===== src/rtl/jpeg_stream_spi_reader.sv =====
// ============================================================================
//  Module      : jpeg_stream_spi_reader
//  Description : Read-out stage of the JPEG encoder. After je_done it emits
//                one complete JPEG byte stream on spi_data, one byte per
//                rising edge of spi_rd. The stream is an optional 4-byte
//                length prefix, then the JFIF header from the header ROM,
//                then the entropy-coded bytes from frame memory, then the
//                EOI marker (FF D9).
//                Optional feature macro: JPEG_SPI_LEN_PREFIX_EN
//                (defined: prepend total length T = HDR_LEN + L + 2,
//                little-endian, as 4 bytes).
//  Revision    : 1.0 - initial release
// ============================================================================
`default_nettype none

module jpeg_stream_spi_reader #(
   parameter int WIDTH   = 320,
   parameter int HEIGHT  = 200,
   parameter int WSZ     = $clog2(WIDTH),
   parameter int HSZ     = $clog2(HEIGHT),
   parameter int ASZ     = HSZ + WSZ,
   parameter int HDR_LEN = 623
) (
   input  logic           clk,
   input  logic           reset_n,
   input  logic           je_done,
   input  logic [ASZ-1:0] jpeg_size,
   output logic [9:0]     hd_addr,
   input  logic [7:0]     hd_data,
   output logic [ASZ-1:0] je_addr,
   input  logic [7:0]     je_data,
   input  logic           spi_rd,
   output logic [7:0]     spi_data
);

   localparam logic [2:0] S_IDLE    = 3'd0;
   localparam logic [2:0] S_ARM     = 3'd1;
   localparam logic [2:0] S_FETCH   = 3'd2;
   localparam logic [2:0] S_PRESENT = 3'd3;
   localparam logic [2:0] S_END     = 3'd4;

`ifdef JPEG_SPI_LEN_PREFIX_EN
   localparam logic [31:0] PRE_N = 32'd4;
`else
   localparam logic [31:0] PRE_N = 32'd0;
`endif
   // First index past the header segment.
   localparam logic [31:0] HDR_END = PRE_N + 32'(HDR_LEN);

   logic [2:0]     state_q,    state_d;
   logic [1:0]     arm_cnt_q,  arm_cnt_d;
   logic           fetch_ph_q, fetch_ph_d;
   logic [31:0]    index_q,    index_d;
   logic [31:0]    len_q,      len_d;
   logic [7:0]     spi_data_q, spi_data_d;
   logic [9:0]     hd_addr_q,  hd_addr_d;
   logic [ASZ-1:0] je_addr_q,  je_addr_d;
   logic           rd_prev_q;

   logic           rd_rise;
   logic [31:0]    data_end;
   logic [31:0]    eoi_last;
   logic [31:0]    size_ext;
   logic [7:0]     byte_sel;
   logic           addr_pre;

   assign rd_rise  = spi_rd & ~rd_prev_q;
   assign data_end = HDR_END + len_q;
   assign eoi_last = data_end + 32'd1;
   assign size_ext = {{(32-ASZ){1'b0}}, jpeg_size};

   // Byte source for the current index; ROM/memory data is valid in the
   // second FETCH cycle because the address was registered on FETCH entry.
   always_comb begin
      byte_sel = 8'hD9;
`ifdef JPEG_SPI_LEN_PREFIX_EN
      if (index_q < PRE_N) begin
         logic [31:0] total;
         total = 32'(HDR_LEN) + len_q + 32'd2;
         case (index_q[1:0])
            2'd0:    byte_sel = total[7:0];
            2'd1:    byte_sel = total[15:8];
            2'd2:    byte_sel = total[23:16];
            default: byte_sel = total[31:24];
         endcase
      end else
`endif
      if (index_q < HDR_END)       byte_sel = hd_data;
      else if (index_q < data_end) byte_sel = je_data;
      else if (index_q == data_end) byte_sel = 8'hFF;
      else                          byte_sel = 8'hD9;
   end

   // Sequencer: arm delay, two-cycle fetch, request handshake, end of stream.
   always_comb begin
      state_d    = state_q;
      arm_cnt_d  = arm_cnt_q;
      fetch_ph_d = fetch_ph_q;
      index_d    = index_q;
      len_d      = len_q;
      spi_data_d = spi_data_q;
      hd_addr_d  = hd_addr_q;
      je_addr_d  = je_addr_q;
      addr_pre   = 1'b0;

      if (je_done) begin
         // A new frame always aborts whatever is in flight.
         state_d    = S_ARM;
         arm_cnt_d  = 2'd0;
         spi_data_d = 8'h00;
      end else begin
         case (state_q)
            S_IDLE: spi_data_d = 8'h00;
            S_ARM: begin
               if (arm_cnt_q == 2'd2) begin
                  len_d      = size_ext;
                  index_d    = 32'd0;
                  fetch_ph_d = 1'b0;
                  state_d    = S_FETCH;
               end else begin
                  arm_cnt_d = arm_cnt_q + 2'd1;
               end
            end
            S_FETCH: begin
               if (!fetch_ph_q) begin
                  fetch_ph_d = 1'b1;
               end else begin
                  spi_data_d = byte_sel;
                  state_d    = S_PRESENT;
               end
            end
            S_PRESENT: begin
               if (rd_rise) begin
                  if (index_q == eoi_last) begin
                     spi_data_d = 8'h00;
                     state_d    = S_END;
                  end else begin
                     index_d    = index_q + 32'd1;
                     fetch_ph_d = 1'b0;
                     state_d    = S_FETCH;
                  end
               end
            end
            S_END:   spi_data_d = 8'h00;
            default: state_d = S_IDLE;
         endcase
      end

      // Addresses are registered on FETCH entry so memory output is ready
      // one cycle later; outside HDR/DATA they keep their last value.
`ifdef JPEG_SPI_LEN_PREFIX_EN
      addr_pre = (index_d < PRE_N);
`endif
      if ((state_d == S_FETCH) && (state_q != S_FETCH) && !addr_pre) begin
         if (index_d < HDR_END) begin
            hd_addr_d = 10'(index_d - PRE_N);
         end else if (index_d < (HDR_END + len_d)) begin
            je_addr_d = ASZ'(index_d - HDR_END);
         end
      end
   end

   // State and datapath registers with asynchronous active-low reset.
   always_ff @(posedge clk or negedge reset_n) begin
      if (!reset_n) begin
         state_q    <= S_IDLE;
         arm_cnt_q  <= 2'd0;
         fetch_ph_q <= 1'b0;
         index_q    <= 32'd0;
         len_q      <= 32'd0;
         spi_data_q <= 8'h00;
         hd_addr_q  <= 10'd0;
         je_addr_q  <= '0;
         rd_prev_q  <= 1'b0;
      end else begin
         state_q    <= state_d;
         arm_cnt_q  <= arm_cnt_d;
         fetch_ph_q <= fetch_ph_d;
         index_q    <= index_d;
         len_q      <= len_d;
         spi_data_q <= spi_data_d;
         hd_addr_q  <= hd_addr_d;
         je_addr_q  <= je_addr_d;
         rd_prev_q  <= spi_rd;
      end
   end

   assign spi_data = spi_data_q;
   assign hd_addr  = hd_addr_q;
   assign je_addr  = je_addr_q;

endmodule

`default_nettype wire


===== config.mk =====
export PLATFORM = sky130hd
export DESIGN_NAME = jpeg_stream_spi_reader
export DESIGN_NICKNAME = d
export VERILOG_FILES = /design/src/rtl/jpeg_stream_spi_reader.sv
export SDC_FILE = /design/constraint.sdc
export NUM_CORES = 1
export LEC_CHECK = 0
export CAP_MARGIN = 20
export CORE_ASPECT_RATIO = 1.1
export CORE_MARGIN = 4
export CORE_UTILIZATION = 46
export CTS_CLUSTER_DIAMETER = 50
export DETAILED_ROUTE_END_ITERATION = 16
export GPL_TIMING_DRIVEN = 0
export SETUP_SLACK_MARGIN = 0.4
export SLEW_MARGIN = 20
export SYNTH_ARGS = -nofsm -noshare
export SYNTH_HDL_FRONTEND = slang
export SYNTH_SLANG_ARGS = --single-unit

===== constraint.sdc =====
create_clock -name clk -period 15.4 [get_ports clk]
set_input_delay 1.54 -clock clk [delete_from_list [all_inputs] [get_ports clk]]
set_output_delay 1.54 -clock clk [all_outputs]
set_load 0.005 [all_outputs]

==> flow_metrics.tcl, run 1 <==
set metrics [dict create \
    seqPwrFrac_pct 22.9 \
    cts_root_buf "clkbuf_16" \
    ys_types 88 \
    routed_wl_um 35000 \
    hp-class "reg2reg" \
    drc 0 \
    postLayoutCoreUtil_pct 53.0 \
    routed.top_layer "met4" \
    critPathMaxStageDelay_ns 0.57 \
    cts_tree "built" \
    pwr-share-comb_pct 63.5 \
    dieArea_um2 24800 \
    dp.cells 1584 \
    postRouteAntennaNets 0 \
    core_region_area_um2 22000 \
    finalSetupTns_ns 0 \
    yosys_warnings 0 \
    wl_met2_um 16400 \
    grt_pass1_vias 9655 \
    drv_slew 0 \
    clkTransAtPathRegs_ns 0.08 \
    switchingPower_mw 0.878 \
    wl_per_cell_um 21.9 \
    rows 57 \
    async_reset_ff_share_pct 100 \
    regArea_um2 2650 \
    ctsHoldBuffers 0 \
    slowest_stage "a222oi_1" \
    cts_setup_buffers 0 \
    wl_met3_um 2040 \
    ir_drop_mv 0.0979 \
    diodes 0 \
    hold_viol 0 \
    worst_pin_slew_ns 0.989 \
    htree_levels 3 \
    layout_common_cells "nand2_1, dfrtp_1, nor2_1" \
    fin_crit_ns 8.98 \
    antenna_found_initial 0 \
    power.share.switching_pct 48.6 \
    leakage_nw 4.83 \
    fin_nets 1406 \
    syn_area_per_cell_um2 8.43 \
    overflow 0 \
    crit_type "reg2reg" \
    fill_cells 2123 \
    max_freq_mhz 111 \
    multi_input_area_um2 7110 \
    setup_viol 0 \
    yosysSeqAreaShare_pct 25.8 \
    grt_max_degree 60 \
    synth_top_cell_by_area "dfrtp_1" \
    rsz0062_at_grt "false" \
    synth_seq_cells 106 \
    vias 10000 \
    synth_edf_count 0 \
    grt_usage_pct 28.6 \
    hpwl_um 27800 \
    critPathRequiredTime_ns 15.65 \
    boundaryPins 72 \
    finalNonFillerCells 1599 \
    internal_power_mw 0.928 \
    firstDrtPassIters 6 \
    area_growth_pct 13.6 \
    cts_resized 0 \
    synth_ff_type "dfrtp_1" \
    endpoint_kind "flop" \
    portBuffers 70 \
    gp_congestion 0.968 \
    critPathArrivalTime_ns 9.23 \
    numCtsBuffers 9 \
    crit_path_max_fanout 10 \
    synth.net_count 1324 \
    p_clk_share_pct 13.5 \
    finClkSkew_ns 0.0149 \
    grt_first_pass_wirelength_um 55100 \
    cap_violations 0 \
    vias_per_cell 6.27 \
    fin_crit_sh_pct 58.3 \
    crit_top_cell "buf_4" \
    netlist_area_um2 10300 \
    drive_gt1_share_pct 6.90 \
    power.density_nw_per_um2 155 \
    syn_inst 1218 \
    outcome "completed" \
    start_kind "flop" \
    initial_core_util_pct 46.6 \
    synth_top_area_share_pct 25.8 \
    wirelength_met1_um 14900 \
    floorplan.die.height_um 165 \
    cts.path.max_buffers 2 \
    drtIter0Drc 887 \
    synthTopCellsByArea "dfrtp_1, ha_1, xnor2_1, nand2_1, nor2_1" \
    slew-limit-headroom_pct 34.1 \
    clock-sinks 106 \
    die_w_um 150 \
    clock_latency_ns 0.37 \
]
-- registers in the layout, summed over array words and instances, names as in the netlist --
name	flops
index_q	32
len_q	32
je_addr	17
hd_addr	10
spi_data	8
state_q	3
arm_cnt_q	2
fetch_ph_q	1
rd_prev_q	1
-- worst max-delay path: cells and delay by family, from the launching register on --
family / cells / cell delay, ns
compound gates: 14 / 3.59
simple gates: 10 / 2.21
buf+inv: 9 / 1.79
fa+ha+maj: 2 / 0.60
flops: 1 / 0.38
mux: 1 / 0.32
-- power by group through the flow --
stage,Combinational (mW),Sequential [mW],Clock [mW]
global route,1.27,0.422,0.260
floorplan,0.800,0.396,0
global placement,1.12,0.417,0
CTS,1.14,0.413,0.250
finish,1.15,0.414,0.245
detailed placement,1.13,0.418,0
-- logic make-up after synthesis --
group                    synth area share (%)
adder cells (fa/ha/maj)                  8.41
XOR/XNOR                                 10.8
AO/OA/AOI/OAI                            18.9
multiplexers                             4.68
flip-flops                               25.8
AND/OR/NAND/NOR                          26.5
buffers and inverters                    4.96
-- final timing paths --
kind	startpoint	end	slack (ns)	depth (start not counted)
hold / removal	spi_data[6]$_DFFE_PN0P_	spi_data[6]$_DFFE_PN0P_	0.48	2
setup / recovery	len_q[0]$_DFF_PN0_	je_addr[12]$_DFFE_PN0P_	6.42	36
min in group asynchronous	reset_n	spi_data[6]$_DFFE_PN0P_	1.09	1
max in group asynchronous	reset_n	index_q[0]$_DFF_PN0_	13.62	2
setup reg to reg	len_q[0]$_DFF_PN0_	je_addr[12]$_DFFE_PN0P_	6.42	36
hold reg to reg	spi_data[6]$_DFFE_PN0P_	spi_data[6]$_DFFE_PN0P_	0.48	2
-- metal layers --
metal,vias up,global-route usage [%]
li1,4712,-
met1,4768,38.1
met2,438,47.2
met3,106,3.13
met4,0,12.4
met5,-,0
-- final cells by class --
cell class	instances	share of cell area [%]
multi-input cells	988	60.9
flip-flops and latches	106	22.7
repair buffers	71	6.25
well taps	295	3.16
plain buffers	69	2.59
clock buffers	9	1.93
inverters	55	1.77
clock inverters	6	0.654
-- cell usage after synthesis, drive strengths merged, types with 5 or more instances --
master	n
a211oi	13
a21o	19
a21oi	48
a221oi	5
a22oi	7
a31oi	20
a41oi	6
and2	28
and3	26
and4	6
buf	25
clkbuf	44
dfrtp	106
ha	69
inv	55
mux2	24
mux2i	21
nand2	106
nand2b	19
nand3	40
nand4	46
nor2	80
nor2b	16
nor3	38
nor4	31
o211ai	12
o21a	5
o21ai	54
o22ai	6
o31a	7
o31ai	15
o41ai	7
or2	9
or3	17
or4	14
or4b	7
xnor2	65
xnor3	13
xor2	28
-- through the flow --
step | hold slack, ns | area (um2) | power, mW | setup WS [ns]
after detailed placement | 0.471 | 11400 | 1.55 | 6.24
after floorplan | 0.467 | 10300 | 1.20 | 8.27
after CTS | 0.489 | 11700 | 1.80 | 6.58
after global routing | 0.521 | 11700 | 1.95 | 5.88
final | 0.483 | 11700 | 1.81 | 6.42
after global placement | 0.462 | 11300 | 1.54 | 6.29
No activity file was read; power rests on OpenSTA's default activity.
==> run 2: changes to the inputs <==
--- a/config.mk
+++ b/config.mk
@@ -12,6 +12,7 @@
 export CTS_CLUSTER_DIAMETER = 50
 export DETAILED_ROUTE_END_ITERATION = 16
 export GPL_TIMING_DRIVEN = 0
+export PLACE_DENSITY = 0.67
 export SETUP_SLACK_MARGIN = 0.4
 export SLEW_MARGIN = 20
 export SYNTH_ARGS = -nofsm -noshare
==> constraint.sdc (replaced) <==
create_clock -name clk -period 7.8 [get_ports clk]
set_input_delay 0.78 -clock clk [delete_from_list [all_inputs] [get_ports clk]]
set_output_delay 0.78 -clock clk [all_outputs]
set_load 0.005 [all_outputs]
==> run 2 against run 1 <==
Net effect: global-route usage increased by 0.61 points; critical path depth grew 3; via count rose by 2.5%; non-clock buffer count grew 45; die area did not move; core utilization is 3.4 points higher; clock skew down 0.00070 ns; register-to-register slack got worse by 5.9 ns; worst setup slack lost 5.9 ns; clock power is 110% higher.
==> flow_metrics.tcl, run 2 (synthesis gave the netlist of run 1 again) <==
set metrics [dict create \
    outcome "completed" \
    hp-class "in2async" \
    fill_cells 2001 \
    critPathMaxStageDelay_ns 0.53 \
    diodes 0 \
    initial_core_util_pct 46.6 \
    clock-sinks 106 \
    internal_power_mw 1.99 \
    grt_usage_pct 29.2 \
    cts_tree "built" \
    clkTransAtPathRegs_ns 0.09 \
    critPathArrivalTime_ns 7.57 \
    floorplan.die.height_um 165 \
    slowest_stage "or4b_1" \
    crit_path_max_fanout 7 \
    finalNonFillerCells 1645 \
    setup_viol 0 \
    core_region_area_um2 22000 \
    finClkSkew_ns 0.0142 \
    postRouteAntennaNets 0 \
    grt_first_pass_wirelength_um 55700 \
    vias 10300 \
    crit_top_cell "buf_6" \
    cts.path.max_buffers 2 \
    hold_viol 0 \
    slew-limit-headroom_pct 30.1 \
    postLayoutCoreUtil_pct 56.4 \
    path_depth 39 \
    fin_crit_sh_pct 93.7 \
    fin_crit_ns 7.31 \
    switchingPower_mw 1.87 \
    rows 57 \
    hpwl_um 27600 \
    clock_latency_ns 0.37 \
    drv_slew 0 \
    wl_per_cell_um 22.2 \
    cts_root_buf "clkbuf_16" \
    layout_setup_ws_ns 0.489 \
    seqPwrFrac_pct 21.7 \
    max_freq_mhz 137 \
    power.density_nw_per_um2 310 \
    cap_violations 0 \
    leakage_nw 5.28 \
    grt_pass1_vias 9754 \
    ir_drop_mv 0.166 \
    p_clk_share_pct 13.2 \
    rr_worst_depth 39 \
    dieArea_um2 24800 \
    critPathBufInv 12 \
    die_w_um 150 \
    drc 0 \
    r2r_slack_ns 0.49 \
    portBuffers 70 \
    critPathRequiredTime_ns 8.06 \
    power.share.switching_pct 48.4 \
    firstDrtPassIters 5 \
    layout_common_cells "nand2_1, dfrtp_1, nor2_1" \
    htree_levels 3 \
    crit_type "reg2reg" \
    numCtsBuffers 9 \
    path_delay_family "compound AO/OA/AOI/OAI gates" \
    finalSetupTns_ns 0 \
    overflow 0 \
    endpoint_kind "flop" \
    grt_max_degree 72 \
    antenna_found_initial 0 \
    drive_gt1_share_pct 14.1 \
    pre_cts_ws_ns -1.15 \
    routed_wl_um 36400 \
    fin_nets 1451 \
    rsz0062_at_grt "true" \
    vias_per_cell 6.25 \
    drtIter0Drc 1185 \
    boundaryPins 72 \
    gp_congestion 0.981 \
    start_kind "flop" \
    hold_slack_ns 0.293 \
    pwr-share-comb_pct 65.1 \
    worst_pin_slew_ns 1.04 \
    area_growth_pct 21.0 \
    dp.cells 1584 \
]
-- run 2: power by group through the flow --
stage / clock [mW] / combinational [mW] / sequential [mW]
3_3_place_gp: 0 / 2.21 / 0.832
2_1_floorplan: 0 / 1.58 / 0.782
5_1_grt: 0.533 / 2.72 / 0.849
6_report: 0.507 / 2.51 / 0.838
4_1_cts: 0.516 / 2.37 / 0.827
3_5_place_dp: 0 / 2.24 / 0.834
-- run 2: final timing paths --
| path | start | end |
|---|---|---|
| setup / recovery | len_q[0]$_DFF_PN0_ | je_addr[15]$_DFFE_PN0P_ |
| hold / removal | reset_n | len_q[28]$_DFF_PN0_ |
| setup reg to reg | len_q[0]$_DFF_PN0_ | je_addr[15]$_DFFE_PN0P_ |
| hold reg to reg | spi_data[5]$_DFFE_PN0P_ | spi_data[5]$_DFFE_PN0P_ |
| max in group asynchronous | reset_n | index_q[2]$_DFF_PN0_ |
| min in group clk | spi_data[5]$_DFFE_PN0P_ | spi_data[5]$_DFFE_PN0P_ |
-- run 2: final cells by class --
type	count	area [um2]	share of cell area (%)
Multi-Input combinational cell	988	7410	59.6
Sequential cell	106	2650	21.4
Timing Repair Buffer	116	1090	8.79
Buffer	69	372	2.99
Tap cell	295	369	2.97
Clock buffer	9	225	1.81
Inverter	55	211	1.70
Clock inverter	7	92.6	0.745
-- run 2: worst reg2reg max path: cells and delay by family (launching register included) --
family                     cells  cell delay, ns
and+or+nand+nor               11            2.13
DFF                            1            0.39
muxes                          1            0.29
adders and majority gates      2            0.37
buffers and inverters         12            1.64
AOI/OAI and AO/OA             13            2.37
-- run 2: per-stage QoR --
stage | total power, mW | cell area, um2
after floorplan | 2.36 | 10300
after global placement | 3.05 | 11300
after CTS | 3.72 | 12100
after detailed placement | 3.07 | 11400
after global routing | 4.10 | 12400
final | 3.85 | 12400
-- run 2: what timing repair did --
item	in CTS	in global routing
pin swaps	20	24
gates resized for setup	53	45
hold endpoints to repair	0	0
setup endpoints to repair	27	17
cloned	0	1
buffers inserted	27	17
hold buffers	0	0
-- run 2: routing by layer --
metal  track usage, %  vias up  routed length [um]
met2             46.7      489               17100
met5                0        -                   0
met3             5.49      114                2800
met4             14.3        0                1680
li1                 -     4781                   -
met1             38.0     4892               14900
